<file path="config.mk">
export PLATFORM = sky130hd
export DESIGN_NAME = fx2_fifo_scheduler_flat
export DESIGN_NICKNAME = d
export VERILOG_FILES = /design/src/rtl/fx2_fifo_scheduler_if.sv /design/src/rtl/fx2_fifo_scheduler.sv /design/src/flat_wrapper.sv
export SDC_FILE = /design/constraint.sdc
export NUM_CORES = 1
export LEC_CHECK = 0
export CORE_ASPECT_RATIO = 1.2
export CORE_UTILIZATION = 25
export CTS_CLUSTER_DIAMETER = 60
export DETAILED_ROUTE_END_ITERATION = 10
export SLEW_MARGIN = 20
export SYNTH_ARGS = -nofsm -noshare
export SYNTH_HDL_FRONTEND = slang
export SYNTH_SLANG_ARGS = --single-unit
</file>
<file path="constraint.sdc">
create_clock -name FIFO_CLK -period 2.96 [get_ports FIFO_CLK]
set_input_delay 0.592 -clock FIFO_CLK [delete_from_list [all_inputs] [get_ports FIFO_CLK]]
set_output_delay 0.592 -clock FIFO_CLK [all_outputs]
set_load 0.1 [all_outputs]
</file>
<file path="src/rtl/fx2_fifo_scheduler_if.sv">
// Bundle of FX2 slave-FIFO bus signals plus the per-endpoint byte streams.
// master = scheduler side, slave = FX2 pins / user logic side.
interface fx2_fifo_scheduler_if;
    logic       fifo2_data_available;
    logic       fifo3_data_available;
    logic       fifo4_ready;
    logic       fifo5_ready;
    logic [7:0] fifo_datain;
    logic [7:0] fifo_dataout;
    logic [1:0] fifo_fifoadr;
    logic       fifo_rd;
    logic       fifo_wr;
    logic       fifo_pktend;
    logic       fifo_datain_oe;
    logic       fifo_dataout_oe;
    logic [7:0] rx2_data;
    logic [7:0] rx3_data;
    logic       rx2_valid;
    logic       rx3_valid;
    logic       rx2_ready;
    logic       rx3_ready;
    logic [7:0] tx4_data;
    logic [7:0] tx5_data;
    logic       tx4_valid;
    logic       tx5_valid;
    logic       tx4_pktend;
    logic       tx5_pktend;
    logic       tx4_ready;
    logic       tx5_ready;

    modport master (
        input  fifo2_data_available, fifo3_data_available, fifo4_ready, fifo5_ready,
        input  fifo_datain, rx2_ready, rx3_ready,
        input  tx4_data, tx5_data, tx4_valid, tx5_valid, tx4_pktend, tx5_pktend,
        output fifo_dataout, fifo_fifoadr, fifo_rd, fifo_wr, fifo_pktend,
        output fifo_datain_oe, fifo_dataout_oe,
        output rx2_data, rx3_data, rx2_valid, rx3_valid, tx4_ready, tx5_ready
    );

    modport slave (
        output fifo2_data_available, fifo3_data_available, fifo4_ready, fifo5_ready,
        output fifo_datain, rx2_ready, rx3_ready,
        output tx4_data, tx5_data, tx4_valid, tx5_valid, tx4_pktend, tx5_pktend,
        input  fifo_dataout, fifo_fifoadr, fifo_rd, fifo_wr, fifo_pktend,
        input  fifo_datain_oe, fifo_dataout_oe,
        input  rx2_data, rx3_data, rx2_valid, rx3_valid, tx4_ready, tx5_ready
    );
endinterface

</file>
<file path="src/rtl/fx2_fifo_scheduler.sv">
// Round-robin time-sharing of the FX2 slave-FIFO bus between two read endpoints
// (FIFO2/3, host->FPGA) and two write endpoints (FIFO4/5, FPGA->host), bounded bursts.
module fx2_fifo_scheduler #(
    parameter int BURST_MAX   = 64,
    parameter int ADDR_SETTLE = 1
) (
    input logic                  FIFO_CLK,
    input logic                  reset,
    fx2_fifo_scheduler_if.master bus
);
    localparam int BW = $clog2(BURST_MAX + 1);
    localparam int SW = $clog2(ADDR_SETTLE + 1);
    localparam logic [BW-1:0] BURST_LAST  = BW'(BURST_MAX - 1);
    localparam logic [SW-1:0] SETTLE_LAST = SW'(ADDR_SETTLE - 1);

    typedef enum logic [2:0] {IDLE, SETTLE, READ, WRITE, PKTEND} state_t;

    state_t        state;
    logic [1:0]    adr;
    logic [1:0]    ch;
    logic [1:0]    rr_ptr;
    logic [1:0]    pick;
    logic [BW-1:0] burst_cnt;
    logic [SW-1:0] settle_cnt;
    logic          pend_pktend;
    logic [3:0]    elig;
    logic          rd;
    logic          wr;
    logic          tx_pktend_sel;
    logic [7:0]    rx2_data_p0;
    logic [7:0]    rx3_data_p0;
    logic          rx2_vld_p0;
    logic          rx3_vld_p0;

    // Channel index doubles as the FIFOADR code: 0=FIFO2 1=FIFO3 2=FIFO4 3=FIFO5.
    function automatic logic [1:0] rr_pick(input logic [3:0] e, input logic [1:0] ptr);
        logic [1:0] idx;
        logic [1:0] res;
        res = ptr;
        for (int i = 4; i >= 1; i--) begin
            idx = ptr + 2'(i);
            if (e[idx]) res = idx;
        end
        return res;
    endfunction

    assign elig = {bus.tx5_valid & bus.fifo5_ready,
                   bus.tx4_valid & bus.fifo4_ready,
                   bus.fifo3_data_available & bus.rx3_ready,
                   bus.fifo2_data_available & bus.rx2_ready};
    assign pick = rr_pick(elig, rr_ptr);

    // Strobes are gated by the live flag, so a flag drop can never race a strobe.
    assign rd            = (state == READ)  && elig[ch];
    assign wr            = (state == WRITE) && elig[ch];
    assign tx_pktend_sel = ch[0] ? bus.tx5_pktend : bus.tx4_pktend;

    always_ff @(posedge FIFO_CLK or posedge reset) begin
        if (reset) begin
            state       <= IDLE;
            adr         <= 2'd0;
            ch          <= 2'd0;
            rr_ptr      <= 2'd3;
            burst_cnt   <= '0;
            settle_cnt  <= '0;
            pend_pktend <= 1'b0;
            rx2_data_p0 <= 8'd0;
            rx3_data_p0 <= 8'd0;
            rx2_vld_p0  <= 1'b0;
            rx3_vld_p0  <= 1'b0;
        end else begin
            // Capture stage: byte on FD at a read edge appears on rxN one cycle later.
            rx2_vld_p0 <= rd && (ch == 2'd0);
            rx3_vld_p0 <= rd && (ch == 2'd1);
            if (rd && (ch == 2'd0)) rx2_data_p0 <= bus.fifo_datain;
            if (rd && (ch == 2'd1)) rx3_data_p0 <= bus.fifo_datain;

            case (state)
                IDLE: begin
                    if (|elig) begin
                        ch         <= pick;
                        burst_cnt  <= '0;
                        settle_cnt <= '0;
                        if (pick != adr) begin
                            adr   <= pick;
                            state <= SETTLE;
                        end else begin
                            state <= pick[1] ? WRITE : READ;
                        end
                    end
                end
                SETTLE: begin
                    if (settle_cnt == SETTLE_LAST) state <= ch[1] ? WRITE : READ;
                    else settle_cnt <= settle_cnt + 1'b1;
                end
                READ, WRITE: begin
                    if (!elig[ch]) begin
                        state  <= IDLE;
                        rr_ptr <= ch;
                    end else begin
                        burst_cnt <= burst_cnt + 1'b1;
                        if (wr && tx_pktend_sel) begin
                            pend_pktend <= 1'b1;
                            state       <= PKTEND;
                            rr_ptr      <= ch;
                        end else if (burst_cnt == BURST_LAST) begin
                            state  <= IDLE;
                            rr_ptr <= ch;
                        end
                    end
                end
                PKTEND: begin
                    pend_pktend <= 1'b0;
                    state       <= IDLE;
                end
                default: state <= IDLE;
            endcase
        end
    end

    assign bus.fifo_fifoadr    = adr;
    assign bus.fifo_rd         = rd;
    assign bus.fifo_wr         = wr;
    assign bus.fifo_pktend     = pend_pktend;
    assign bus.fifo_datain_oe  = (state == READ) || ((state == SETTLE) && !ch[1]);
    assign bus.fifo_dataout_oe = (state == WRITE) || (state == PKTEND) ||
                                 ((state == SETTLE) && ch[1]);
    assign bus.fifo_dataout    = ch[0] ? bus.tx5_data : bus.tx4_data;
    assign bus.tx4_ready       = wr && (ch == 2'd2);
    assign bus.tx5_ready       = wr && (ch == 2'd3);
    assign bus.rx2_data        = rx2_data_p0;
    assign bus.rx3_data        = rx3_data_p0;
    assign bus.rx2_valid       = rx2_vld_p0;
    assign bus.rx3_valid       = rx3_vld_p0;
endmodule

</file>
<file path="src/flat_wrapper.sv">
// flat-port wrapper written by rule: the top's interface ports become plain ports
module fx2_fifo_scheduler_flat 
#(
    parameter int BURST_MAX   = 64,
    parameter int ADDR_SETTLE = 1
)
  (FIFO_CLK, reset, bus_fifo2_data_available, bus_fifo3_data_available, bus_fifo4_ready, bus_fifo5_ready, bus_fifo_datain, bus_rx2_ready, bus_rx3_ready, bus_tx4_data, bus_tx5_data, bus_tx4_valid, bus_tx5_valid, bus_tx4_pktend, bus_tx5_pktend, bus_fifo_dataout, bus_fifo_fifoadr, bus_fifo_rd, bus_fifo_wr, bus_fifo_pktend, bus_fifo_datain_oe, bus_fifo_dataout_oe, bus_rx2_data, bus_rx3_data, bus_rx2_valid, bus_rx3_valid, bus_tx4_ready, bus_tx5_ready);
  fx2_fifo_scheduler_if bus_i ();
  input logic FIFO_CLK;
  input logic reset;
  input wire logic [$bits(bus_i.fifo2_data_available)-1:0] bus_fifo2_data_available;
  input wire logic [$bits(bus_i.fifo3_data_available)-1:0] bus_fifo3_data_available;
  input wire logic [$bits(bus_i.fifo4_ready)-1:0] bus_fifo4_ready;
  input wire logic [$bits(bus_i.fifo5_ready)-1:0] bus_fifo5_ready;
  input wire logic [$bits(bus_i.fifo_datain)-1:0] bus_fifo_datain;
  input wire logic [$bits(bus_i.rx2_ready)-1:0] bus_rx2_ready;
  input wire logic [$bits(bus_i.rx3_ready)-1:0] bus_rx3_ready;
  input wire logic [$bits(bus_i.tx4_data)-1:0] bus_tx4_data;
  input wire logic [$bits(bus_i.tx5_data)-1:0] bus_tx5_data;
  input wire logic [$bits(bus_i.tx4_valid)-1:0] bus_tx4_valid;
  input wire logic [$bits(bus_i.tx5_valid)-1:0] bus_tx5_valid;
  input wire logic [$bits(bus_i.tx4_pktend)-1:0] bus_tx4_pktend;
  input wire logic [$bits(bus_i.tx5_pktend)-1:0] bus_tx5_pktend;
  output wire logic [$bits(bus_i.fifo_dataout)-1:0] bus_fifo_dataout;
  output wire logic [$bits(bus_i.fifo_fifoadr)-1:0] bus_fifo_fifoadr;
  output wire logic [$bits(bus_i.fifo_rd)-1:0] bus_fifo_rd;
  output wire logic [$bits(bus_i.fifo_wr)-1:0] bus_fifo_wr;
  output wire logic [$bits(bus_i.fifo_pktend)-1:0] bus_fifo_pktend;
  output wire logic [$bits(bus_i.fifo_datain_oe)-1:0] bus_fifo_datain_oe;
  output wire logic [$bits(bus_i.fifo_dataout_oe)-1:0] bus_fifo_dataout_oe;
  output wire logic [$bits(bus_i.rx2_data)-1:0] bus_rx2_data;
  output wire logic [$bits(bus_i.rx3_data)-1:0] bus_rx3_data;
  output wire logic [$bits(bus_i.rx2_valid)-1:0] bus_rx2_valid;
  output wire logic [$bits(bus_i.rx3_valid)-1:0] bus_rx3_valid;
  output wire logic [$bits(bus_i.tx4_ready)-1:0] bus_tx4_ready;
  output wire logic [$bits(bus_i.tx5_ready)-1:0] bus_tx5_ready;
  assign bus_i.fifo2_data_available = bus_fifo2_data_available;
  assign bus_i.fifo3_data_available = bus_fifo3_data_available;
  assign bus_i.fifo4_ready = bus_fifo4_ready;
  assign bus_i.fifo5_ready = bus_fifo5_ready;
  assign bus_i.fifo_datain = bus_fifo_datain;
  assign bus_i.rx2_ready = bus_rx2_ready;
  assign bus_i.rx3_ready = bus_rx3_ready;
  assign bus_i.tx4_data = bus_tx4_data;
  assign bus_i.tx5_data = bus_tx5_data;
  assign bus_i.tx4_valid = bus_tx4_valid;
  assign bus_i.tx5_valid = bus_tx5_valid;
  assign bus_i.tx4_pktend = bus_tx4_pktend;
  assign bus_i.tx5_pktend = bus_tx5_pktend;
  assign bus_fifo_dataout = bus_i.fifo_dataout;
  assign bus_fifo_fifoadr = bus_i.fifo_fifoadr;
  assign bus_fifo_rd = bus_i.fifo_rd;
  assign bus_fifo_wr = bus_i.fifo_wr;
  assign bus_fifo_pktend = bus_i.fifo_pktend;
  assign bus_fifo_datain_oe = bus_i.fifo_datain_oe;
  assign bus_fifo_dataout_oe = bus_i.fifo_dataout_oe;
  assign bus_rx2_data = bus_i.rx2_data;
  assign bus_rx3_data = bus_i.rx3_data;
  assign bus_rx2_valid = bus_i.rx2_valid;
  assign bus_rx3_valid = bus_i.rx3_valid;
  assign bus_tx4_ready = bus_i.tx4_ready;
  assign bus_tx5_ready = bus_i.tx5_ready;
  fx2_fifo_scheduler #(.BURST_MAX(BURST_MAX), .ADDR_SETTLE(ADDR_SETTLE)) u_core (.FIFO_CLK(FIFO_CLK), .reset(reset), .bus(bus_i));
endmodule
</file>
* Word-level counts from Yosys, hierarchy flattened *
Cells that the tools add are included.

word-level totals
  register bits after elaboration = 36
  latch bits = 0
  RAM bits = 0
  ROM bits = 0
  bits of input ports = 36
  output and inout port bits = 35
  word-level logic and storage cells = 100
  memories = 0

cells by class
  add/subtract/negate cells = 5
  multiply operators = 0
  divide/modulo/power cells = 0
  $lt $le $gt $ge = 4
  equality and inequality tests = 15
  shift-type cells = 0
  mux-type cells = 34
  bitwise operators = 4
  reductions and logical operators = 27

operators by type and width
  operator             number
  $mux 3               6
  $mux 7               2
  $pmux 7 s2           1
  $lt 2x3->1 const B   4
  $mux 2               6
  $reduce_and 3->1     4
  $mux 1               11
  $logic_and 1x1->1    9
  $pmux 3 s3           1
  $bmux 1 s2           4
  $mux 8               1
  $add 7x1->7 const B  1
  $eq 7x6->1 const B   1
  $eq 3x2->1 const B   2
  $ne 2x1->1 const B   3
  $reduce_and 2->1     3
  $reduce_bool 2->1    3
  $add 2x2->2 const B  2
  $and 1x1->1          4
  $eq 2x2->1 const B   2
  $ne 4x4->1 const B   1
  $pmux 1 s2           2
  $reduce_or 4->1      1
  $eq 3x1->1 const B   1
  other kinds (12)     14

* Longest topological paths before layout *
Gate-level depths: netlist of the first run.

  depth after elaboration = 10
  depth in mapped cells = 6
  depth with buffers taken out = 5

* Worst setup path after synthesis of the first run *
No wires, ideal clock.

  path kind = input port to output port
  from = input port bus_fifo3_data_available
  to = output port bus_tx4_ready
  data arrival time = 2830 ps
  required time = 2368 ps
  setup slack = -462 ps
  cell stages on the path = 4
  buffers on the path = 0
  cells stage by stage = and2_1 -> mux4_1 -> and3_1 -> and3b_1

on the way
  word-level cells in the longest chain between the ends = 5

ends and longest elaborated chain
  what                          RTL line                   source
  start, declared               flat_wrapper.sv:12         input wire logic [$bits(bus_i.fifo3_data_available)-1:0] bus_fifo3_data_available;
  $and 1x1->1                   fx2_fifo_scheduler.sv:49   bus.fifo3_data_available & bus.rx3_ready,
  $bmux 1 s2                    fx2_fifo_scheduler.sv:55   assign wr = (state == WRITE) && elig[ch];
  $mux 1 (not written as such)  fx2_fifo_scheduler.sv:55
  $logic_and 1x1->1             fx2_fifo_scheduler.sv:55
  named net bus_fifo_wr         flat_wrapper.sv:27         output wire logic [$bits(bus_i.fifo_wr)-1:0] bus_fifo_wr;
  $logic_and 1x1->1             fx2_fifo_scheduler.sv:129  assign bus.tx4_ready = wr && (ch == 2'd2);
  end, declared                 flat_wrapper.sv:35         output wire logic [$bits(bus_i.tx4_ready)-1:0] bus_tx4_ready;

The timed path passes the listed nets, and every way through them passes these cells. The select of a mux whose other input is x is not followed.

* Worst setup path after layout of the first run *
  from = input port bus_tx4_valid
  to = output port bus_tx5_ready

on the way
  word-level cells in the longest chain between the ends = 5

ends and longest elaborated chain
  what                          RTL line                   source
  start, declared               flat_wrapper.sv:20         input wire logic [$bits(bus_i.tx4_valid)-1:0] bus_tx4_valid;
  $and 1x1->1                   fx2_fifo_scheduler.sv:48   bus.tx4_valid & bus.fifo4_ready,
  $bmux 1 s2                    fx2_fifo_scheduler.sv:55
  $mux 1 (not written as such)  fx2_fifo_scheduler.sv:55
  $logic_and 1x1->1             fx2_fifo_scheduler.sv:55
  $logic_and 1x1->1             fx2_fifo_scheduler.sv:130  assign bus.tx5_ready = wr && (ch == 2'd3);
  end, declared                 flat_wrapper.sv:36         output wire logic [$bits(bus_i.tx5_ready)-1:0] bus_tx5_ready;

No other way between the ends. The select of a mux whose other input is x is not followed.

==> impl_metrics.ini, run 1 <==
[synthesis]
ys_seq_elements = 35
synthFlopType = dfrtp_1
yosysSeqAreaShare_pct = 47.0
synth_edf_count = 0
syn-instance-count = 169
post_synth.cell_area_avg_sq_um = 11.1
async_flop_share_pct = 100
syn_nets = 206
synth_cell_types = 45
ys_warn_count = 0
netlist_area_sq_um = 1870

[die]
pin_count = 71
start_util_pct = 25.8
dieArea_sq_um = 7820
die_h_microns = 96.7
core_area_sq_um = 7230
fp.dieW_microns = 80.9
row_count = 34

[clock_tree]
cts.clk_slew.worst_paths_ps = 70
cts_made_buffers = 5
ctsResizeCount = 2
post_cts_buffers = 0
cts_tree = yes
holdBufCountCts = 0
clk_latency_ps = 280
cts_max_path_buffers = 2
clock-sinks = 35
cts_root_buf = clkbuf_8
h-tree-depth = 2

[global_route]
grt_max_degree = 36
grt_pass1_vias = 1725
grt_overflow = 0
grt_first_pass_wirelength_mm = 7.92
grt_usage_pct = 12.8
antenna_found_initial = 0

[sta]
layout_min_cycle_time_ps = 2890
rsz0062_at_grt = no
setup_ws_ps = 70.0
holdWs_ps = 496
maxSlewHeadroom_pct = 64.6
period_share_pct = 97.6
drv_slew = 0
setup_viol = 0
worst_pin_slew_ps = 529
hold_viol = 0
fin_skew_ps = 8.34
clock.fmax_ghz = 0.346

[critical_path]
crit_arrival_ps = 2300
cp_slowest_cell = mux4_2
start_kind = input pin
cp_max_fo = 3
path_delay_family = simple AND/OR/NAND/NOR gates
max_stage_delay_ps = 490
path_class = input pin to output pin
critPathBufInv = 2
r2r_slack_ps = 820
end_kind = output pin
required_ps = 2370
critical_path.cell_chain = clkdlybuf4s50_1 > and2_4 > mux4_2 > and3_4 > and3_2 > buf_12

[finish]
fillers = 719
area_growth_pct = 55.1
postLayoutCellArea_sq_um = 2900
drive_gt1_share_pct = 40.4
n_antenna_cell = 0
final_nets = 296

[placed_design]
gp_congestion = 0.794
dp_slack_ps = -67.1
hpwl_mm = 3.55
io_buffers = 70
dpl_cell_area_sq_um = 2780

[routing]
avgViaCountPerCell = 4.63
wire_per_inst_microns = 13.2
postRouteAntennaNets = 0
num_vias = 1622
wirelength_mm = 4.63
drt_iter0_drc = 81
drt_pass1_iterations = 4
detail_route.drc_violations = 0

[min_path]
hp-class = flop to flop

[job]
cap_violations = 0

[run_status]
outcome = completed
==> worst paths after layout <==
| path | endpoint | from | cells past startpoint |
|---|---|---|---|
| worst max-delay path | bus_tx5_ready | bus_tx4_valid | 6 |
| worst min-delay path | u_core.burst_cnt[4] | u_core.burst_cnt[4] | 1 |
| worst max register to register | u_core.bus.rx2_data[5] | u_core.state[1] | 4 |
| worst min register to register | u_core.burst_cnt[4] | u_core.burst_cnt[4] | 1 |
| max in group asynchronous | u_core.rr_ptr[0] | reset | 3 |
| min in group asynchronous | u_core.burst_cnt[6] | reset | 3 |
==> worst register-to-register path, stage by stage (launching register included) <==
cell and delay [ps]:
dfrtp_1 530, nor2b_1 500, nand2_1 130, nor2_2 450
mux2_2 410
==> cell usage in the layout, fill, tap and decap left out, types with 2 or more instances in the layout <==
cell / netlist / final
o32a_1: 2 / 2
nand4_1: 4 / 4
clkdlybuf4s50_1: 0 / 35
dfstp_2: 2 / 2
nor2b_1: 3 / 2
o21a_1: 4 / 4
mux2_2: 27 / 27
mux2i_1: 3 / 3
and2_1: 5 / 5
nand2b_1: 2 / 2
buf_4: 0 / 50
nor4_1: 3 / 3
and2_4: 1 / 2
and3_1: 6 / 4
and3b_1: 3 / 2
inv_1: 5 / 5
nand2_1: 12 / 12
nor2_1: 9 / 9
xor2_1: 3 / 3
a21oi_1: 4 / 4
nand3b_1: 2 / 2
buf_12: 0 / 5
dfrtp_1: 33 / 33
nor3_1: 2 / 2
o21ai_0: 3 / 2
nand3_1: 4 / 4
clkbuf_8: 0 / 5
==> stage by stage <==
stage,setup TNS [ps],utilization [%],cells
2_1_floorplan,0,-,169
3_3_place_gp,-118,38.5,342
3_5_place_dp,-131,38.5,342
4_1_cts,0,40.1,350
5_1_grt,0,40.1,350
6_report,0,40.1,350
==> final cells by class <==
class | count | area [sq um] | area share, %
timing repair buffer | 90 | 826 | 28.5
sequential | 35 | 878 | 30.3
clock buffer | 5 | 68.8 | 2.37
tap | 90 | 113 | 3.89
multi-input combinational | 122 | 950 | 32.8
inverter | 5 | 18.8 | 0.648
clock inverter | 3 | 43.8 | 1.51
==> cell families (layout without fill, tap and decap cells) <==
kind of cell             after synthesis  in the layout  synth area share, %
XOR/XNOR                               4              4                 1.88
adder cells (fa/ha/maj)                1              1                0.670
multiplexers                          31             31                 19.3
flip-flops                            35             35                 47.0
AND/OR/NAND/NOR                       62             62                 19.0
buffers and inverters                 12            103                 2.55
AO/OA/AOI/OAI                         24             24                 9.65
==> registers in the layout, summed over array words and instances, names as in the netlist <==
register	cells
u_core.bus.rx2_data	8
u_core.bus.rx3_data	8
u_core.burst_cnt	7
u_core.state	3
u_core.bus.fifo_fifoadr	2
u_core.ch	2
u_core.rr_ptr	2
u_core.bus.fifo_pktend	1
u_core.bus.rx2_valid	1
u_core.bus.rx3_valid	1
==> metal layers <==
layer | global-route usage, % | vias up | share of wire (%)
met3 | 3.02 | 6 | 4.8
met1 | 17.1 | 774 | 45
li1 | - | 791 | -
met5 | 0 | - | 0
met4 | 3.57 | 0 | 1.2
met2 | 20.6 | 51 | 49
==> Yosys cell counts, types with 2 or more instances <==
| cell type | number | area, sq um |
|---|---|---|
| dfrtp_1 | 33 | 826 |
| mux2_2 | 27 | 304 |
| nand2_1 | 12 | 45.0 |
| nor2_1 | 9 | 33.8 |
| and3_1 | 6 | 37.5 |
| and2_1 | 5 | 31.3 |
| clkbuf_1 | 5 | 18.8 |
| inv_1 | 5 | 18.8 |
| a21oi_1 | 4 | 20.0 |
| nand3_1 | 4 | 20.0 |
| nand4_1 | 4 | 25.0 |
| o21a_1 | 4 | 30.0 |
| and3b_1 | 3 | 26.3 |
| mux2i_1 | 3 | 30.0 |
| nor2b_1 | 3 | 18.8 |
| nor4_1 | 3 | 18.8 |
| o21ai_0 | 3 | 15.0 |
| xor2_1 | 3 | 26.3 |
| buf_2 | 2 | 10.0 |
| dfstp_2 | 2 | 52.6 |
| nand2b_1 | 2 | 12.5 |
| nand3b_1 | 2 | 15.0 |
| nor3_1 | 2 | 10.0 |
| o32a_1 | 2 | 20.0 |
Power of run 1 is not shown: default switching activity piles up to over one toggle a cycle in this logic, so the estimate is an artifact.
==> inputs of run 2 (changes only) <==
- CTS_CLUSTER_SIZE: default -> 25
==> results of run 2 <==
The final DEF is identical to that of run 1; final timing and power are the same.
Power of run 2 is left out for the same reason.
==> inputs of run 3 (changes only) <==
- clock period: 2.96 -> 2.9 ns (I/O delays scaled with it)
==> run 3 against run 2 <==
Non-clock buffer count stayed put. Die area unchanged. Via count up 1.1%. Worst hold slack improved by 5.9 ps. Sequential share of layout area decreased by 0.90 points. Critical path depth stayed put. Register-to-register slack lost 50 ps. Cell count is 0.29% lower. Wire length is 2.4% higher. Highest routed layer unchanged.
==> impl_metrics.ini, run 3 (synthesis gave the netlist of run 1 again) <==
[critical_path]
r2r_slack_ps = 770
max_stage_delay_ps = 500
start_kind = input pin
path_class = input pin to output pin
ff2ff_path_depth = 4
path_delay_family = simple AND/OR/NAND/NOR gates
reg2reg_to = u_core.bus.rx2_data[6]
regToRegStartpoint = u_core.state[1]
critPathBufInv = 2
end_kind = output pin
cp.depth = 6
crit_arrival_ps = 2280
critical_path.cell_chain = clkdlybuf4s50_1 > and2_4 > mux4_2 > and3_4 > and3b_2 > buf_12
cp_max_fo = 3
required_ps = 2320
cp_slowest_cell = mux4_2

[global_route]
grt_max_degree = 36
grt_overflow = 0
antenna_found_initial = 0
grt_usage_pct = 12.9
grt_pass1_vias = 1606
grt_first_pass_wirelength_mm = 7.80

[min_path]
hold_depth = 1
hp-class = flop to flop
holdPathEnd = u_core.burst_cnt[4]
min_from = u_core.burst_cnt[4]

[die]
start_util_pct = 25.8
die_h_microns = 96.7
core_area_sq_um = 7230
fp.dieW_microns = 80.9
pin_count = 71
dieArea_sq_um = 7820
row_count = 34

[clock_tree]
post_cts_buffers = 0
cts_root_buf = clkbuf_8
clock-sinks = 35
cts_made_buffers = 5
clk_latency_ps = 280
cts_tree = yes
cts_max_path_buffers = 2
h-tree-depth = 2
cts.clk_slew.worst_paths_ps = 70

[routing]
num_vias = 1640
avgViaCountPerCell = 4.70
wirelength_mm = 4.74
detail_route.drc_violations = 0
postRouteAntennaNets = 0
drt_iter0_drc = 105
drt_pass1_iterations = 4
wire_per_inst_microns = 13.6

[sta]
rsz0062_at_grt = no
setup_viol = 0
period_share_pct = 98.5
maxSlewHeadroom_pct = 63.7
hold_viol = 0
clock.fmax_ghz = 0.350
worst_pin_slew_ps = 543
fin_skew_ps = 4.99
setup_tns_ps = 0
layout_min_cycle_time_ps = 2860
drv_slew = 0

[finish]
final_cell_mix = 43 x buf_4, 34 x clkdlybuf4s50_1, 33 x dfrtp_1
area_growth_pct = 59.9
postLayoutCellArea_sq_um = 2990
final_nets = 296
stdcell_count = 349
final_common_cell = buf_4
final_core_utilization_pct = 41.3
drive_gt1_share_pct = 40.5
n_antenna_cell = 0

[placed_design]
dpl_cell_area_sq_um = 2870
hpwl_mm = 3.69
gp_congestion = 0.822
numPlacedInstances = 342
io_buffers = 70

[run_status]
outcome = completed

[job]
cap_violations = 0
==> run 3: how the worst max path moves through the flow <==
stage	startpoint	to	slack, ps
floorplan	bus_tx4_valid	bus_tx4_ready	30
global placement	bus_tx4_valid	bus_tx4_ready	-90
detailed placement	bus_tx4_valid	bus_tx5_ready	-100
CTS	bus_tx4_valid	bus_tx5_ready	2
global route	bus_tx5_valid	bus_tx4_ready	8
finish	bus_tx5_valid	bus_tx4_ready	40
==> run 3: repair_timing <==
action                                  CTS  global route
pin swaps                                 0             1
gates resized for setup                   2             5
endpoints found under the setup margin    4             3
hold buffers                              0             0
==> run 3: layout make-up <==
class | instances | area, sq um
Multi-Input combinational cell | 122 | 958
Timing Repair Buffer | 90 | 916
Fill cell | 713 | 4250
Clock buffer | 6 | 72.6
Inverter | 5 | 18.8
Clock inverter | 1 | 30.0
Tap cell | 90 | 113
Sequential cell | 35 | 878
==> run 3: through the flow <==
step	worst slack, ps	hold slack, ps
after global placement	-94.9	485
after global routing	8.36	527
final	44.8	502
after CTS	2.31	503
after floorplan	25.4	455
after detailed placement	-102	493
==> run 3: routing by layer <==
metal | track usage [%] | part of all wire, % | up-vias
met5 | 0 | 0 | -
met2 | 20.7 | 50 | 60
met4 | 2.88 | 1.0 | 0
li1 | - | - | 793
met1 | 17.1 | 43 | 781
met3 | 3.30 | 5.6 | 6
Power of run 3 is left out for the same reason.
